**src/rtl/hazard_if.sv**
```systemverilog
// hazard_if: ID-stage hazard query bundle between the pipeline control and
// the hazard unit. The master side drives the decoded ID instruction and the
// branch outcome; the slave side (hazard_unit) returns stall/flush, the
// forwarding selects and the event counters.
interface hazard_if #(
    parameter int REG_AW = 5,
    parameter int CW     = 32
);
    logic              id_valid;
    logic [REG_AW-1:0] id_rs1_addr;
    logic [REG_AW-1:0] id_rs2_addr;
    logic              id_rs1_used;
    logic              id_rs2_used;
    logic [REG_AW-1:0] id_rd_addr;
    logic              id_rf_wen;
    logic              id_is_load;
    logic              br_taken;
    logic              stall;
    logic              flush;
    logic [3:0]        fwd_rs1_sel;
    logic [3:0]        fwd_rs2_sel;
    logic [CW-1:0]     stall_cnt;
    logic [CW-1:0]     flush_cnt;

    modport master (
        output id_valid, id_rs1_addr, id_rs2_addr, id_rs1_used, id_rs2_used,
               id_rd_addr, id_rf_wen, id_is_load, br_taken,
        input  stall, flush, fwd_rs1_sel, fwd_rs2_sel, stall_cnt, flush_cnt
    );

    modport slave (
        input  id_valid, id_rs1_addr, id_rs2_addr, id_rs1_used, id_rs2_used,
               id_rd_addr, id_rf_wen, id_is_load, br_taken,
        output stall, flush, fwd_rs1_sel, fwd_rs2_sel, stall_cnt, flush_cnt
    );
endinterface

```
**src/rtl/hazard_unit.sv**
```systemverilog
// hazard_unit: tracks in-flight destination registers for DEPTH post-decode
// stages (entry 0 = EXE, entry DEPTH-1 = WB) and resolves read-after-write
// hazards of the instruction in ID, either by stalling or by forwarding.
// Build option: define HAZARD_FORWARD_EN to enable forwarding; otherwise any
// pending write to a source register stalls and the forward selects are 0.
module hazard_unit #(
    parameter int REG_AW     = 5,
    parameter int DEPTH      = 3,
    parameter int LOAD_STAGE = 1,
    parameter int CW         = 32
) (
    input  logic    clk,
    input  logic    reset,
    hazard_if.slave hz
);
`ifdef HAZARD_FORWARD_EN
    localparam logic FWD_MODE = 1'b1;
`else
    localparam logic FWD_MODE = 1'b0;
`endif
    localparam logic [3:0] LOAD_IDX = 4'(LOAD_STAGE);

    logic [DEPTH-1:0]  sb_valid_r;
    logic [DEPTH-1:0]  sb_wen_r;
    logic [DEPTH-1:0]  sb_load_r;
    logic [REG_AW-1:0] sb_rd_r [DEPTH];
    logic [CW-1:0]     stall_cnt_r;
    logic [CW-1:0]     flush_cnt_r;

    logic       rs1_hit_s, rs2_hit_s;
    logic       rs1_load_s, rs2_load_s;
    logic [3:0] rs1_idx_s, rs2_idx_s;
    logic       rs1_block_s, rs2_block_s;
    logic       stall_s, flush_s, id_take_s;
    logic [3:0] fwd1_s, fwd2_s;

    // A source depends on an entry only if it really reads a non-x0 register
    // that a live, register-writing entry will produce.
    function automatic logic src_hits(
        input logic              used,
        input logic [REG_AW-1:0] src,
        input logic              valid,
        input logic              wen,
        input logic [REG_AW-1:0] rd
    );
        return used && valid && wen && (rd == src) && (src != {REG_AW{1'b0}});
    endfunction

    // Saturating increment: holds at all-ones instead of wrapping.
    function automatic logic [CW-1:0] sat_inc(input logic [CW-1:0] v, input logic en);
        return (en && (v != {CW{1'b1}})) ? v + CW'(1) : v;
    endfunction

    // Youngest-match search: scan oldest to youngest so the lowest index wins.
    always_comb begin
        rs1_hit_s  = 1'b0;
        rs1_idx_s  = 4'd0;
        rs1_load_s = 1'b0;
        rs2_hit_s  = 1'b0;
        rs2_idx_s  = 4'd0;
        rs2_load_s = 1'b0;
        for (int k = DEPTH - 1; k >= 0; k--) begin
            if (src_hits(hz.id_rs1_used, hz.id_rs1_addr, sb_valid_r[k], sb_wen_r[k], sb_rd_r[k])) begin
                rs1_hit_s  = 1'b1;
                rs1_idx_s  = 4'(k);
                rs1_load_s = sb_load_r[k];
            end else begin
                rs1_hit_s  = rs1_hit_s;
            end
            if (src_hits(hz.id_rs2_used, hz.id_rs2_addr, sb_valid_r[k], sb_wen_r[k], sb_rd_r[k])) begin
                rs2_hit_s  = 1'b1;
                rs2_idx_s  = 4'(k);
                rs2_load_s = sb_load_r[k];
            end else begin
                rs2_hit_s  = rs2_hit_s;
            end
        end
    end

    // Hazard resolution: without forwarding every hit blocks; with forwarding
    // only a load whose data is not yet available blocks. A taken branch
    // overrides any stall since the ID instruction is being killed anyway.
    always_comb begin
        flush_s     = hz.br_taken;
        rs1_block_s = rs1_hit_s & (~FWD_MODE | (rs1_load_s & (rs1_idx_s < LOAD_IDX)));
        rs2_block_s = rs2_hit_s & (~FWD_MODE | (rs2_load_s & (rs2_idx_s < LOAD_IDX)));
        stall_s     = hz.id_valid & ~flush_s & (rs1_block_s | rs2_block_s);
        fwd1_s      = (FWD_MODE && rs1_hit_s) ? rs1_idx_s + 4'd1 : 4'd0;
        fwd2_s      = (FWD_MODE && rs2_hit_s) ? rs2_idx_s + 4'd1 : 4'd0;
        id_take_s   = hz.id_valid & ~stall_s & ~flush_s;
    end

    // Scoreboard shift: ID instruction (or a bubble) enters entry 0, oldest drops out.
    always_ff @(posedge clk or posedge reset) begin
        if (reset) begin
            sb_valid_r <= {DEPTH{1'b0}};
            sb_wen_r   <= {DEPTH{1'b0}};
            sb_load_r  <= {DEPTH{1'b0}};
            for (int k = 0; k < DEPTH; k++) begin
                sb_rd_r[k] <= {REG_AW{1'b0}};
            end
        end else begin
            sb_valid_r <= {sb_valid_r[DEPTH-2:0], id_take_s};
            sb_wen_r   <= {sb_wen_r[DEPTH-2:0], hz.id_rf_wen};
            sb_load_r  <= {sb_load_r[DEPTH-2:0], hz.id_is_load};
            sb_rd_r[0] <= hz.id_rd_addr;
            for (int k = 1; k < DEPTH; k++) begin
                sb_rd_r[k] <= sb_rd_r[k-1];
            end
        end
    end

    // Event counters for stalls and flushes, saturating.
    always_ff @(posedge clk or posedge reset) begin
        if (reset) begin
            stall_cnt_r <= {CW{1'b0}};
            flush_cnt_r <= {CW{1'b0}};
        end else begin
            stall_cnt_r <= sat_inc(stall_cnt_r, stall_s);
            flush_cnt_r <= sat_inc(flush_cnt_r, flush_s);
        end
    end

    assign hz.stall       = stall_s;
    assign hz.flush       = flush_s;
    assign hz.fwd_rs1_sel = fwd1_s;
    assign hz.fwd_rs2_sel = fwd2_s;
    assign hz.stall_cnt   = stall_cnt_r;
    assign hz.flush_cnt   = flush_cnt_r;

endmodule

```
**src/flat_wrapper.sv**
```systemverilog
// flat-port wrapper written by rule: the top's interface ports become plain ports
module hazard_unit_flat 
#(
    parameter int REG_AW     = 5,
    parameter int DEPTH      = 3,
    parameter int LOAD_STAGE = 1,
    parameter int CW         = 32
)
  (clk, reset, hz_id_valid, hz_id_rs1_addr, hz_id_rs2_addr, hz_id_rs1_used, hz_id_rs2_used, hz_id_rd_addr, hz_id_rf_wen, hz_id_is_load, hz_br_taken, hz_stall, hz_flush, hz_fwd_rs1_sel, hz_fwd_rs2_sel, hz_stall_cnt, hz_flush_cnt);
  hazard_if #(.REG_AW(REG_AW), .CW(CW)) hz_i ();
  input  logic clk;
  input  logic reset;
  input wire logic [$bits(hz_i.id_valid)-1:0] hz_id_valid;
  input wire logic [$bits(hz_i.id_rs1_addr)-1:0] hz_id_rs1_addr;
  input wire logic [$bits(hz_i.id_rs2_addr)-1:0] hz_id_rs2_addr;
  input wire logic [$bits(hz_i.id_rs1_used)-1:0] hz_id_rs1_used;
  input wire logic [$bits(hz_i.id_rs2_used)-1:0] hz_id_rs2_used;
  input wire logic [$bits(hz_i.id_rd_addr)-1:0] hz_id_rd_addr;
  input wire logic [$bits(hz_i.id_rf_wen)-1:0] hz_id_rf_wen;
  input wire logic [$bits(hz_i.id_is_load)-1:0] hz_id_is_load;
  input wire logic [$bits(hz_i.br_taken)-1:0] hz_br_taken;
  output wire logic [$bits(hz_i.stall)-1:0] hz_stall;
  output wire logic [$bits(hz_i.flush)-1:0] hz_flush;
  output wire logic [$bits(hz_i.fwd_rs1_sel)-1:0] hz_fwd_rs1_sel;
  output wire logic [$bits(hz_i.fwd_rs2_sel)-1:0] hz_fwd_rs2_sel;
  output wire logic [$bits(hz_i.stall_cnt)-1:0] hz_stall_cnt;
  output wire logic [$bits(hz_i.flush_cnt)-1:0] hz_flush_cnt;
  assign hz_i.id_valid = hz_id_valid;
  assign hz_i.id_rs1_addr = hz_id_rs1_addr;
  assign hz_i.id_rs2_addr = hz_id_rs2_addr;
  assign hz_i.id_rs1_used = hz_id_rs1_used;
  assign hz_i.id_rs2_used = hz_id_rs2_used;
  assign hz_i.id_rd_addr = hz_id_rd_addr;
  assign hz_i.id_rf_wen = hz_id_rf_wen;
  assign hz_i.id_is_load = hz_id_is_load;
  assign hz_i.br_taken = hz_br_taken;
  assign hz_stall = hz_i.stall;
  assign hz_flush = hz_i.flush;
  assign hz_fwd_rs1_sel = hz_i.fwd_rs1_sel;
  assign hz_fwd_rs2_sel = hz_i.fwd_rs2_sel;
  assign hz_stall_cnt = hz_i.stall_cnt;
  assign hz_flush_cnt = hz_i.flush_cnt;
  hazard_unit #(.REG_AW(REG_AW), .DEPTH(DEPTH), .LOAD_STAGE(LOAD_STAGE), .CW(CW)) u_core (.clk(clk), .reset(reset), .hz(hz_i));
endmodule
```
**config.mk**
```make
export PLATFORM = sky130hd
export DESIGN_NAME = hazard_unit_flat
export DESIGN_NICKNAME = d
export VERILOG_FILES = /design/src/rtl/hazard_if.sv /design/src/rtl/hazard_unit.sv /design/src/flat_wrapper.sv
export SDC_FILE = /design/constraint.sdc
export NUM_CORES = 1
export LEC_CHECK = 0
export CAP_MARGIN = 40
export CORE_MARGIN = 2
export CORE_UTILIZATION = 50
export CTS_CLUSTER_SIZE = 16
export DETAILED_ROUTE_END_ITERATION = 8
export GPL_TIMING_DRIVEN = 0
export PLACE_DENSITY_LB_ADDON = 0.12
export SLEW_MARGIN = 20
export SYNTH_ARGS = -nofsm -noshare
export SYNTH_HDL_FRONTEND = slang
export SYNTH_SLANG_ARGS = --single-unit
```
**constraint.sdc**
```tcl
create_clock -name clk -period 3.3 [get_ports clk]
set_input_delay 0.495 -clock clk [delete_from_list [all_inputs] [get_ports clk]]
set_output_delay 0.495 -clock clk [all_outputs]
set_load 0.01 [all_outputs]
```
==> flow_summary.toml <==
[sta]
relSlewSlack_pct = 48.88
tns_ns = 0
hold_viol = 0
post-route-period-util_pct = 97.30
layout_min_cycle_time_ns = 3.211
fmax_mhz = 311.4
rsz0062_at_grt = "no"
skew_ns = 0.01261
setup_violations = 0
slew_violations = 0
tightest_slew_ns = 0.7598

[critical_path]
cpMaxStageDelayCell = "or4_1"
r2r_setup_slack_ns = 0.85
crit_top_cell = "clkdlybuf4s50_1"
worstPathArrival_ns = 2.72
path_delay_family = "buffers and inverters"
path_buf_inv = 2
slowest_delay_ns = 0.54
crit_fanout = 4
cp-start-kind = "input pin"
crit_chain = "clkdlybuf4s50_1 > or4_1 > o21ai_1 > a311oi_4 > or2_2 > clkdlybuf4s50_1"
r2r_end = "u_core.hz.stall_cnt[15]"
worstSetupEndpointType = "output port"
ff2ff_path_depth = 9
cp.required_ns = 2.80
worst-setup-path-type = "input pin to output port"
r2r_start = "u_core.sb_rd_r[13]"

[floorplanning]
row_count = 32
start_util_pct = 51.76
die_h_microns = 93.45
fp.dieArea_sq_um = 8732
ioPinCount = 97
die_x_microns = 93.45
core-area_sq_um = 7727

[clock_network]
cts-hold-fix-buffers = 0
cts.path.max_buffers = 2
worstSkewPairLatency_ns = 0.35
cts.sinks = 85
cts-root-buf = "clkbuf_8"
cts_buffers = 9
tritoncts = "yes"
path_clk_slew_ns = 0.08
h-tree-depth = 3

[yosys]
synth_compound_gate_area_share_pct = 3.065
synth_seq_cells = 85
avgSynthCellArea_sq_um = 11.30
synth_top_family_by_area = "XOR/XNOR gates"
ys_seq_area_share_pct = 53.17
synthXorXnorAreaFrac_pct = 19.71
synth_warnings = 0
yosys.area_share.simple_pct = 19.42
syn_area_sq_um = 4000
synthMuxAreaShare_pct = 1.095
ys_types = 39
synthAdderAreaFrac_pct = 0.6256
synth_cells = 354

[finish]
final_common_cell = "dfrtp_1"
fillCellCount = 588
syn_to_final_growth_pct = 32.47
final_cell_area_sq_um = 5299
drive_above_1_share_pct = 9.402
diodes = 0
final_core_util_pct = 68.57
layout.nets = 488
final_cell_mix = "dfrtp_1 (85), clkdlybuf4s50_1 (81), xnor2_1 (55)"

[global_routing]
grt_use_total_pct = 20.13
grt_start_max_net_pins = 46
grt.busiest_layer = "met2"
met3_usage_pct = 2.820
grtUsageMet2_pct = 31.77
grt_first_pass_wirelength_mm = 13.85
first_global_vias = 2938
antenna_found_initial = 0
use_met1_pct = 28.30
overflow = 0

[placement]
dp_hpwl_mm = 6.008
port_buffers = 87
place.gp.congestion = 0.8495
placed_cell_area_sq_um = 5047

[route]
final_antenna_net_count = 0
wire_per_inst_microns = 14.31
detail_route.wirelength_mm = 8.157
num_vias = 2913
drtIter0Drc = 129
drc = 0
first_pass_iters = 4
routed_via_density = 5.111

[status]
status = "finished clean"

[power_and_ir_drop]
vdd_drop_max_v = 0.0003551
p_leak_nw = 2.357
power_density_nw_per_um2 = 411.6

[flow_run]
max_cap_viol_count = 0

[worst_hold_path]
min_delay_path_depth = 0
hold_path_class = "flip-flop to flip-flop"
worstHoldStart = "u_core.sb_wen_r[1]"
whs_endpoint = "u_core.sb_wen_r[2]"
-- worst reg2reg max path: cells and delay by family (launching register included) --
family	cells	cell delay (ns)
xor gates and xnor gates	2	0.35
AOI/OAI and AO/OA	2	0.58
buffers and inverters	2	0.37
DFF	1	0.42
and+or+nand+nor	3	0.62
-- sequential cells by signal, indices dropped and copies added, names as in the netlist --
signal               cells
u_core.hz.flush_cnt     32
u_core.hz.stall_cnt     32
u_core.sb_rd_r          15
u_core.sb_valid_r        3
u_core.sb_wen_r          3
-- kinds of logic after synthesis --
group / after synthesis
AND/OR/NAND/NOR: 142
flip-flops: 85
XOR/XNOR: 90
multiplexers: 4
buffers and inverters: 17
adder cells (fa/ha/maj): 2
other: 1
AO/OA/AOI/OAI: 13
-- synthesized netlist by cell type --
library cell  number  area, sq um
or3_1              1        6.260
o32a_1             1        10.01
mux2i_1            1        10.01
nand4_2            1        12.51
nand4_1           25        156.4
clkbuf_1           1        3.750
a211oi_2           1        12.51
buf_4              9        67.56
or2_2              1        6.260
a41oi_1            1        8.760
ha_1               2        25.02
mux2_2             3        33.78
or4_1              2        15.01
conb_1             1        3.750
dfrtp_1           85         2127
nor2b_1            2        12.51
nor4_2             1        12.51
o31a_1             1        8.760
nor4_1             4        25.02
xnor2_1           55        481.7
a21bo_2            1        10.01
and2_1             6        37.54
a311oi_2           1        15.01
buf_6              2        22.52
o21ai_0            3        15.01
inv_1              5        18.77
a2bb2oi_4          1        26.28
a21oi_1            1        5.000
and3_1            15        93.84
and4_1             8        70.07
nor3_1             7        35.03
nand2_1           24        90.09
nor2_1            21        78.83
nand2b_1           2        12.51
nand3b_1           1        7.510
o21ai_1            1        5.000
a31oi_1            1        6.260
xor2_1            35        306.5
nand3_1           21        105.1
-- where the power goes --
group	leakage (nW)	switching, mW	internal, mW
registers	1.12	0.0690	1.10
logic	1.15	0.154	0.185
clock network	0.0853	0.375	0.298
-- stage by stage --
stage               hold WS (ns)  instances  setup WS [ns]  power, mW
floorplan                 0.3535        361         0.6115      1.352
finish                    0.3863        570        0.08911      2.181
global placement          0.3591        550        -0.7284      1.515
detailed placement        0.3643        551        -0.1713      1.528
global route              0.3954        570        0.01464      2.298
CTS                       0.3836        568       0.002152      2.210
-- worst max path at each step --
| stage | startpoint | to | slack [ns] | cells past startpoint |
|---|---|---|---|---|
| global route | hz_id_rs2_addr[1] | hz_stall | 0.01 | 6 |
| floorplan | reset | u_core.hz.flush_cnt[0] | 0.61 | 1 |
| global placement | reset | u_core.hz.flush_cnt[3] | -0.73 | 2 |
| detailed placement | hz_id_rs2_addr[3] | hz_stall | -0.17 | 7 |
| CTS | hz_id_rs1_addr[3] | hz_stall | 0.002 | 7 |
| finish | hz_id_rs2_addr[1] | hz_stall | 0.09 | 6 |
-- per-layer routing --
metal  vias to the layer above  routed length [microns]
li1                       1425                        -
met1                      1418                     3860
met4                         0                      109
met3                         9                      259
met2                        61                     3928
met5                         -                        0
-- cell type report --
class | instances | area [sq um] | area share [%]
flip-flops and latches | 85 | 2127 | 40.14
multi-input cells | 259 | 1818 | 34.31
repair buffers | 91 | 928.4 | 17.52
clock buffers | 10 | 137.6 | 2.597
well taps | 102 | 127.6 | 2.408
plain buffers | 12 | 93.84 | 1.771
clock inverters | 6 | 45.04 | 0.8501
inverters | 5 | 21.27 | 0.4014
-- timing repair --
item,CTS,global route
endpoints found under the setup margin,1,1
pin swaps,1,5
setup buffers,1,2
gates resized for setup,4,8
Power figures use the tool's default switching activity.
